`config.mk`:
```
export PLATFORM = sky130hd
export DESIGN_NAME = pipeline_ctrl
export DESIGN_NICKNAME = d
export VERILOG_FILES = /design/src/rtl/rv32i_types.sv /design/src/rtl/pipeline_ctrl_hazard_detect.sv /design/src/rtl/pipeline_ctrl.sv
export SDC_FILE = /design/constraint.sdc
export NUM_CORES = 1
export LEC_CHECK = 0
export ABC_AREA = 1
export CORE_UTILIZATION = 51
export DETAILED_ROUTE_END_ITERATION = 12
export GPL_ROUTABILITY_DRIVEN = 0
export PLACE_DENSITY_LB_ADDON = 0.15
export RECOVER_POWER = 100
export SETUP_SLACK_MARGIN = 0.2
export SYNTH_ARGS = -nofsm -noshare
export SYNTH_HDL_FRONTEND = slang
export SYNTH_SLANG_ARGS = --single-unit
```
`constraint.sdc`:
```
create_clock -name clk -period 6.9 [get_ports clk]
set_input_delay 2.07 -clock clk [delete_from_list [all_inputs] [get_ports clk]]
set_output_delay 2.07 -clock clk [all_outputs]
set_load 0.01 [all_outputs]
```
`src/rtl/rv32i_types.sv`:
```
// rv32i_types: shared RV32I types, including the pipeline controller FSM states
package rv32i_types;
   typedef logic [4:0] rv32i_reg;
   typedef enum logic {RUN, WAIT} pctrl_state_t;
endpackage

```
`src/rtl/pipeline_ctrl_hazard_detect.sv`:
```
// hazard_detect: flags a load in EX whose rd feeds a source register read in ID
module hazard_detect (
   input  logic       ex_is_load,
   input  logic [4:0] ex_rd,
   input  logic [4:0] id_rs1,
   input  logic [4:0] id_rs2,
   input  logic       id_use_rs1,
   input  logic       id_use_rs2,
   output logic       lu_hazard
);
   // x0 never carries a real dependency, so rd==0 is excluded
   always_comb
      lu_hazard = ex_is_load & (ex_rd != 5'd0) &
                  ((id_use_rs1 & (id_rs1 == ex_rd)) | (id_use_rs2 & (id_rs2 == ex_rd)));
endmodule

```
`src/rtl/pipeline_ctrl.sv`:
```
// pipeline_ctrl: stall/flush sequencer for the 5-stage pipeline with perf counters
module pipeline_ctrl
   import rv32i_types::*;
#(
   parameter int CNT_W = 32
) (
   input  logic             clk,
   input  logic             rst,
   input  logic             imem_resp,
   input  logic             dmem_req,
   input  logic             dmem_resp,
   input  logic [4:0]       id_rs1,
   input  logic [4:0]       id_rs2,
   input  logic             id_use_rs1,
   input  logic             id_use_rs2,
   input  logic [4:0]       ex_rd,
   input  logic             ex_is_load,
   input  logic             ex_br_taken,
   output logic             pc_en,
   output logic             ifid_en,
   output logic             idex_en,
   output logic             exmem_en,
   output logic             memwb_en,
   output logic             ifid_flush,
   output logic             idex_flush,
   output logic             imem_hold,
   output logic             dmem_hold,
   output logic [CNT_W-1:0] stall_cnt,
   output logic [CNT_W-1:0] flush_cnt,
   output logic [CNT_W-1:0] lu_cnt
);
   pctrl_state_t     state_q, state_d;
   logic             i_done_q, i_done_d, d_done_q, d_done_d;
   logic [CNT_W-1:0] stall_cnt_q, stall_cnt_d, flush_cnt_q, flush_cnt_d, lu_cnt_q, lu_cnt_d;
   logic             lu_hazard, i_ok, d_ok, advance, br, lu;

   hazard_detect u_hazard (
      .ex_is_load (ex_is_load),
      .ex_rd      (ex_rd),
      .id_rs1     (id_rs1),
      .id_rs2     (id_rs2),
      .id_use_rs1 (id_use_rs1),
      .id_use_rs2 (id_use_rs2),
      .lu_hazard  (lu_hazard)
   );

   // A side that already completed is remembered so its response is not needed again
   always_comb begin
      i_ok      = imem_resp | i_done_q;
      d_ok      = !dmem_req | dmem_resp | d_done_q;
      advance   = !rst & i_ok & d_ok;
      br        = advance & ex_br_taken;
      lu        = advance & !ex_br_taken & lu_hazard;
      imem_hold = !rst & imem_resp & !i_done_q & !d_ok;
      dmem_hold = !rst & dmem_req & dmem_resp & !d_done_q & !i_ok;
      i_done_d  = !advance & (i_done_q | imem_hold);
      d_done_d  = !advance & (d_done_q | dmem_hold);
      state_d   = state_q;
      if (advance)
         state_d = RUN;
      else if (imem_hold | dmem_hold)
         state_d = WAIT;
   end

   // Priority mux: stall freezes everything, branch squashes, load-use bubbles EX
   always_comb begin
      pc_en       = advance & !lu;
      ifid_en     = advance & !lu;
      idex_en     = advance;
      exmem_en    = advance;
      memwb_en    = advance;
      ifid_flush  = br;
      idex_flush  = br | lu;
      stall_cnt_d = stall_cnt_q + CNT_W'(!advance);
      flush_cnt_d = flush_cnt_q + CNT_W'(br);
      lu_cnt_d    = lu_cnt_q + CNT_W'(lu);
   end

   // State, completion flags and counters; async reset drops any held completion
   always_ff @(posedge clk or posedge rst) begin
      if (rst) begin
         state_q     <= RUN;
         i_done_q    <= 1'b0;
         d_done_q    <= 1'b0;
         stall_cnt_q <= '0;
         flush_cnt_q <= '0;
         lu_cnt_q    <= '0;
      end else begin
         state_q     <= state_d;
         i_done_q    <= i_done_d;
         d_done_q    <= d_done_d;
         stall_cnt_q <= stall_cnt_d;
         flush_cnt_q <= flush_cnt_d;
         lu_cnt_q    <= lu_cnt_d;
      end
   end

   assign stall_cnt = stall_cnt_q;
   assign flush_cnt = flush_cnt_q;
   assign lu_cnt    = lu_cnt_q;
endmodule

```
---- Word-level counts from Yosys, hierarchy flattened ----
Cells that the tools add are included.
word-level totals
  flip-flop bits (word level) ............. 98
  input port bits ......................... 24
  output and inout bits ................... 105
  logic and storage cells ................. 46
operators by class
  $add $sub $neg .......................... 3
  equality and inequality tests ........... 2
  bitwise logic cells ..................... 26
  reductions and logical operators ........ 10
operator list
  cell                                      count
  32-bit by 1-bit adder with 32-bit output  3
  1-bit AND                                 19
  5-bit == test                             2
  1-bit logical NOT                         9
  1-bit OR                                  7
  5-bit nonzero test                        1

---- Logic depth before layout (Yosys ltp) ----
Gate-level depths: netlist of the first run.
  depth after elaboration ................. 8
  gate-level depth with buffers ........... 18
  depth with buffers taken out ............ 18

---- Modules after synthesis ----
From an unflattened synthesis of the first run, not the netlist that was laid out.
second synthesis, totals
  cell total of the unflattened synthesis .. 685
  area total of the unflattened synthesis .. 5348.9 sq um
modules (own cells, without submodules)
  module         instances  cells each  area an instance (sq um)  seq. area each (sq um)
  pipeline_ctrl  1          631         5132.4                    2452.4
  hazard_detect  1          54          216.5                     0.0

---- Worst setup path before layout of the first run ----
Ideal clock, no wire load.
  path type ............................... input-to-output
  start ................................... in rst
  end ..................................... out dmem_hold
  arrival ................................. 4.771 ns
  data required time ...................... 4.830 ns
  setup slack ............................. 0.059 ns
  stages .................................. 3
  path buffers ............................ 0
  cells stage by stage .................... inv_1 > nand3_1 > nor4_1
between the ends
  longest elaborated chain between the ends .. 5
ends and longest elaborated chain
  what                         RTL line             RTL
  start: declaration           pipeline_ctrl.sv:8   input logic rst,
  1-bit logical NOT (no line)  -
  1-bit AND (4 in series)      pipeline_ctrl.sv:55  dmem_hold = !rst & dmem_req & dmem_resp & !d_done_q & !i_ok;
  end: declaration             pipeline_ctrl.sv:27  output logic dmem_hold,
No other way between the ends.

---- Worst setup path after layout of the first run ----
  start ................................... in ex_rd[1]
  end ..................................... out idex_flush
between the ends
  longest elaborated chain between the ends .. 6
  elaborated cells between the ends (all ways) .. 10
  classes of those cells .................. eq/ne: 2; bitwise: 7; reduce/logical: 1
ends and longest elaborated chain
  what                RTL line                           RTL
  start: declaration  pipeline_ctrl.sv:16                input logic [4:0] ex_rd,
  5-bit == test       pipeline_ctrl_hazard_detect.sv:14  ((id_use_rs1 & (id_rs1 == ex_rd)) | (id_use_rs2 & (id_rs2 == ex_rd)));
  1-bit AND           pipeline_ctrl_hazard_detect.sv:14
  1-bit OR            pipeline_ctrl_hazard_detect.sv:14
  1-bit AND (*)       pipeline_ctrl_hazard_detect.sv:13  lu_hazard = ex_is_load & (ex_rd != 5'd0) &
  1-bit AND (*)       pipeline_ctrl.sv:53                lu = advance & !ex_br_taken & lu_hazard;
  1-bit OR (*)        pipeline_ctrl.sv:73                idex_flush = br | lu;
  end: declaration    pipeline_ctrl.sv:25                output logic idex_flush,
Every way passes the cells marked *; elsewhere a longest branch is shown, timed or not.

==> results by group, run 1 <==
Run status
  • Status: finished, violations left
  • Failing checks: capacitance limit, slew limit

Synth
  • Synth unique cells: 25
  • EDFF count, synth: 0
  • Synthesized instance count: 782
  • Cell taking the most area after synthesis: dfrtp_1
  • Mean post-synth cell area: 7.25 sq um
  • Largest cells by area after synthesis: dfrtp_1 43%, nand2_1 20%, nor2_1 7.3%
  • Post-synth top area share: 43.3%
  • Sequential fraction of the synthesis area: 43.3%
  • Syn Nets: 812
  • Synth Register Bits: 98
  • Asr flop ratio synth: 100%
  • Mapped Area: 5670 sq um
  • Synth Flop Type: dfrtp_1
  • YS warnings: 0

Floorplan
  • Core area: 10800 sq um
  • Die H: 107 um
  • IO Count: 129
  • Die width: 107 um
  • Full die area: 11500 sq um
  • Initial Utilization: 52.3%
  • FP Rows: 38

STA
  • Final setup viols: 0
  • Post-route clock period utilization: 87.0%
  • Tmin final: 6.00 ns
  • Worst slew margin: -62.9%
  • Slew Limit Fails: 46
  • Setup TNS: 0 ns
  • Final hold slack: 0.494 ns
  • Fmax: 0.167 GHz
  • Unrepaired setup endpoints after global routing: no
  • Layout Skew: 0.0107 ns
  • Final Hold Vio Count: 0
  • Tightest Pin Transition: 2.44 ns

Global routing
  • Initial antenna violation count: 0
  • First-pass GRT wire length: 23.5 mm
  • Largest net degree at the start of global routing: 55
  • Vias in the first global route: 5201
  • GRT Overall Usage: 25.8%
  • Global route overflow: 0

Cells and area
  • Final net count: 950
  • Antenna cell count: 0
  • Non-Filler Instances: 1064
  • Final instance area: 7180 sq um
  • Register area: 2450 sq um
  • Fillcell total: 944
  • Multi-input gate area: 2740 sq um
  • Area Growth Syn to Fin: 26.7%
  • Most common cell after layout, fill and taps aside: nand2_1
  • Most frequent cells in the layout: 300 x nand2_1, 127 x nor2_1, 107 x dlygate4sd3_1
  • Share of cells above drive strength 1: 3.57%

Placement
  • DP Cell Count: 1049
  • I/O Buffers: 128
  • Dpl cell area: 7120 sq um
  • DPL Wire Length: 11.1 mm

Detailed routing
  • Drt drc: 0
  • DR pass1 iterations: 4
  • DR vias/cell: 5.14
  • Wirelength per Cell: 13.4 um
  • DRT antenna net count: 0
  • DRT iter0 DRCs: 265
  • Vias: 5474
  • Routed Wire Length: 14.3 mm

CTS
  • Maximum clock path buffer count: 2
  • Resized Gates After CTS: 0
  • Cts bufs inserted: 9
  • Clk sink count: 98
  • # Post-CTS Setup Buffers: 0
  • CTS clk-pin slew, worst paths: 0.09 ns
  • Clock latency on the worst-skew pair: 0.37 ns
  • CTS tree: built
  • CTS Hold Buffers Added: 0
  • Root Buffer: clkbuf_8
  • Htree depth: 3

Worst setup path
  • Crit path max fanout: 4
  • CP top delay family: buffers and inverters
  • Startpoint Class: primary input
  • Worst R2R Start: d_done_q
  • Data required time of the worst path: 4.83 ns
  • Worst path cell trace: dlygate4sd3_1 -> inv_1 -> nand2_1 -> nand2_1 -> nor2_1 -> nand3_1 -> nand2_1 -> nand2_1 -> nand2_1 -> dlygate4sd3_1
  • R2R Setup Slk: 4.17 ns
  • Endpoint class of the critical path: output pin
  • Crit Path Class: in2out
  • CP peak stage delay: 0.63 ns
  • Worst Reg-to-Reg Cells: 12
  • Worst path slowest cell: dlygate4sd3_1
  • Reg2Reg Capture Point: stall_cnt[20]
  • Worst path bufs/invs: 3
  • Cell mode on critical path: nand2_1
  • Worst path arrival time: 3.93 ns

Min path
  • HP Start: stall_cnt[31]
  • Hold path cells: 2
  • Hold path endpoint: stall_cnt[31]
  • HP Class: reg2reg

Power and ir drop
  • Leakage: 3.56 nW
  • Power per cell area: 171 nW/um^2
  • Peak VDD IR: 0.145 mV

Run
  • Max-Cap Viols: 1
kinds of logic after synthesis:
logic type | count (synthesis) | synth area share [%]
xor+xnor | 45 | 6.95
flops | 98 | 43.3
compound gates | 4 | 0.353
simple gates | 532 | 41.5
fa+ha+maj | 6 | 1.32
buf+inv | 97 | 6.62
registers in the layout, summed over array words and instances (netlist names):
signal / flops
flush_cnt: 32
lu_cnt: 32
stall_cnt: 32
d_done_q: 1
i_done_q: 1
metal layers:
metal / vias to the layer above / track usage (%) / wire, um
li1: 2684 / - / -
met1: 2529 / 34.2 / 6350
met2: 223 / 41.6 / 6700
met3: 38 / 4.12 / 841
met4: 0 / 11.2 / 399
met5: - / 0 / 0
how the worst max path moves through the flow:
stage	start	end	slack (ns)	cells past startpoint
after floorplan	rst	dmem_hold	1.05	3
after global placement	ex_rd[4]	idex_flush	1.15	10
after detailed placement	ex_rd[1]	idex_flush	1.07	10
after CTS	ex_rd[1]	idex_flush	1.06	10
after global routing	rst	i_done_q	0.61	4
final	ex_rd[1]	idex_flush	0.90	10
cell usage after synthesis (2+ instances only):
master,count
dfrtp_1,98
nand4_1,5
a21oi_1,2
nor2_1,111
nand3_2,2
nand2_2,4
nand2_4,2
xnor2_1,6
nor3_1,31
nor2_4,6
nand3_1,31
buf_4,3
ha_1,6
inv_2,9
nand3b_1,20
xor2_1,39
nand2_1,296
nor3_2,10
nor4_1,2
inv_1,85
nor2_2,10
worst reg2reg max path, delay by kind of cell, from the launching register on:
kind                     cells  cell delay (ns)
AND/OR/NAND/NOR             10             1.69
adder cells (fa/ha/maj)      2             0.53
flip-flops                   1             0.41
power breakdown:
group          internal [mW]  switching [mW]  total, mW  leakage (nW)
Sequential             0.615          0.0458      0.661          1.30
Clock                  0.148           0.197      0.344        0.0920
Combinational          0.104           0.122      0.226          2.16
Total                  0.866           0.365       1.23          3.56
stage by stage:
stage / setup slack, ns / util [%] / power, mW
final: 0.897 / 66.3 / 1.23
after detailed placement: 1.07 / 65.7 / 0.930
after CTS: 1.06 / 67.3 / 1.27
after global placement: 1.15 / 65.7 / 0.923
after global routing: 0.613 / 66.3 / 1.29
after floorplan: 1.05 / - / 0.795
cell type report:
class	instances	area share, %
Clock buffer	12	2.16
Clock inverter	3	0.209
Inverter	94	4.96
Multi-Input combinational cell	587	38.1
Sequential cell	98	34.1
Tap cell	140	2.44
Timing Repair Buffer	130	18.0
Power figures use the tool's default switching activity.
==> run 2: changes to the inputs <==
--- a/config.mk
+++ b/config.mk
@@ -6,9 +6,10 @@
 export NUM_CORES = 1
 export LEC_CHECK = 0
 export ABC_AREA = 1
-export CORE_UTILIZATION = 51
+export CELL_PAD_IN_SITES_DETAIL_PLACEMENT = 1
+export CELL_PAD_IN_SITES_GLOBAL_PLACEMENT = 2
+export CORE_UTILIZATION = 28
 export DETAILED_ROUTE_END_ITERATION = 12
-export GPL_ROUTABILITY_DRIVEN = 0
 export PLACE_DENSITY_LB_ADDON = 0.15
 export RECOVER_POWER = 100
 export SETUP_SLACK_MARGIN = 0.2
==> run 2 against run 1 <==
  * The flow still finishes with violations (capacitance limit, slew limit)
  * Worst setup slack worse by 0.28 ns
  * Maximum frequency down 4.5%
  * Clock power up 48%
  * Combinational power about the same
  * First-iteration DRC count down 12%
  * Clock skew up 0.0017 ns
  * Design area up 3.8%
  * Clock-buffer cell count up 1
  * Via count down 1.2%
  * Sequential power about the same
  * Final cell count up 12%
  * Sequential cell count unchanged
  * Largest power group unchanged
==> results by group, run 2 (synthesis gave the netlist of run 1 again) <==
Detailed routing
  • Vias: 5407
  • DR vias/cell: 4.55
  • DR pass1 iterations: 4
  • Drt drc: 0
  • DRT iter0 DRCs: 233
  • Wirelength per Cell: 15.1 um
  • DRT antenna net count: 0
  • Routed Wire Length: 17.9 mm

CTS
  • Root Buffer: clkbuf_16
  • Cts bufs inserted: 9
  • # Post-CTS Setup Buffers: 0
  • CTS Hold Buffers Added: 0
  • CTS tree: built
  • Resized Gates After CTS: 0
  • Htree depth: 3
  • Maximum clock path buffer count: 2
  • CTS clk-pin slew, worst paths: 0.07 ns
  • Clock latency on the worst-skew pair: 0.36 ns
  • Clk sink count: 98

Cells and area
  • Most common cell after layout, fill and taps aside: nand2_1
  • Final net count: 949
  • Final instance area: 7460 sq um
  • Multi-input gate area: 2740 sq um
  • Antenna cell count: 0
  • Area Growth Syn to Fin: 31.6%
  • Register area: 2450 sq um
  • Non-Filler Instances: 1189
  • Most frequent cells in the layout: 299 x nand2_1, 127 x nor2_1, 106 x dlygate4sd3_1
  • Fillcell total: 2477
  • Share of cells above drive strength 1: 3.79%

STA
  • Tightest Pin Transition: 2.11 ns
  • Worst slew margin: -40.5%
  • Final Hold Vio Count: 0
  • Post-route clock period utilization: 91.1%
  • Fmax: 0.159 GHz
  • Setup TNS: 0 ns
  • Slew Limit Fails: 81
  • Tmin final: 6.29 ns
  • Unrepaired setup endpoints after global routing: no
  • Final WS setup: 0.614 ns
  • Layout Skew: 0.0124 ns
  • Final setup viols: 0

Placement
  • Dpl cell area: 7270 sq um
  • I/O Buffers: 128
  • Routability cong.: 0.843
  • Post-Place Worst Slack: 0.782 ns
  • DP Cell Count: 1173
  • DPL Wire Length: 14.6 mm

Worst setup path
  • Worst path arrival time: 4.22 ns
  • Crit path max fanout: 20
  • Data required time of the worst path: 4.83 ns
  • Worst Setup SP: rst
  • Crit Path Class: in2out
  • R2R Setup Slk: 4.15 ns
  • Worst Reg-to-Reg Cells: 12
  • Reg2Reg Capture Point: stall_cnt[20]
  • CP endpoint: dmem_hold
  • Endpoint class of the critical path: output pin
  • Worst R2R Start: d_done_q
  • Startpoint Class: primary input

Global routing
  • Vias in the first global route: 5657
  • Global route overflow: 0
  • GRT Overall Usage: 18.4%
  • Initial antenna violation count: 0
  • First-pass GRT wire length: 29.3 mm
  • Largest net degree at the start of global routing: 81

Floorplan
  • Die H: 144 um
  • Die width: 144 um
  • Core area: 19700 sq um
  • Full die area: 20800 sq um
  • Initial Utilization: 28.8%
  • FP Rows: 51
  • IO Count: 129

Power and ir drop
  • Peak VDD IR: 0.116 mV
  • Power per cell area: 188 nW/um^2
  • Leakage: 3.60 nW
  • Pwr Total: 1.40 mW

Run
  • Max-Cap Viols: 1

Run status
  • Status: finished, violations left
  • Failing checks: capacitance limit, slew limit

Min path
  • HP Class: reg2reg
-- run 2: layer usage --
metal,GRT usage [%],vias up,share of wire [%]
met2,31.5,93,49
met3,2.78,13,3.1
met4,5.71,0,1.3
met5,0,-,0
li1,-,2680,-
met1,23.8,2621,46
-- run 2: where the power goes --
group	switching [mW]	internal, mW
sequential	0.0471	0.615
combinational	0.125	0.104
clock	0.233	0.275
-- run 2: worst min path at each step --
stage / startpoint / to / cells past startpoint
after CTS: flush_cnt[30] / flush_cnt[30] / 2
after global routing: flush_cnt[30] / flush_cnt[30] / 2
after floorplan: d_done_q / d_done_q / 2
final: flush_cnt[30] / flush_cnt[30] / 2
after global placement: flush_cnt[31] / flush_cnt[31] / 2
after detailed placement: flush_cnt[30] / flush_cnt[30] / 2
-- run 2: cell type report --
| type | instances | area share [%] |
|---|---|---|
| Multi-Input combinational cell | 587 | 36.8 |
| Sequential cell | 98 | 32.9 |
| Timing Repair Buffer | 129 | 17.2 |
| Inverter | 94 | 4.75 |
| Tap cell | 265 | 4.44 |
| Clock buffer | 13 | 3.62 |
| Clock inverter | 3 | 0.302 |
-- run 2: critical path, stage by stage --
cell,delay [ns]
clkdlybuf4s50_1,0.45
clkinvlp_2,0.57
nand3_1,0.15
nor4_1,0.35
clkdlybuf4s50_1,0.62
-- run 2: through the flow --
stage,util (%),hold slack [ns]
detailed placement,37.0,0.487
global route,38.0,0.529
floorplan,-,0.494
finish,38.0,0.487
CTS,38.5,0.502
global placement,37.0,0.470
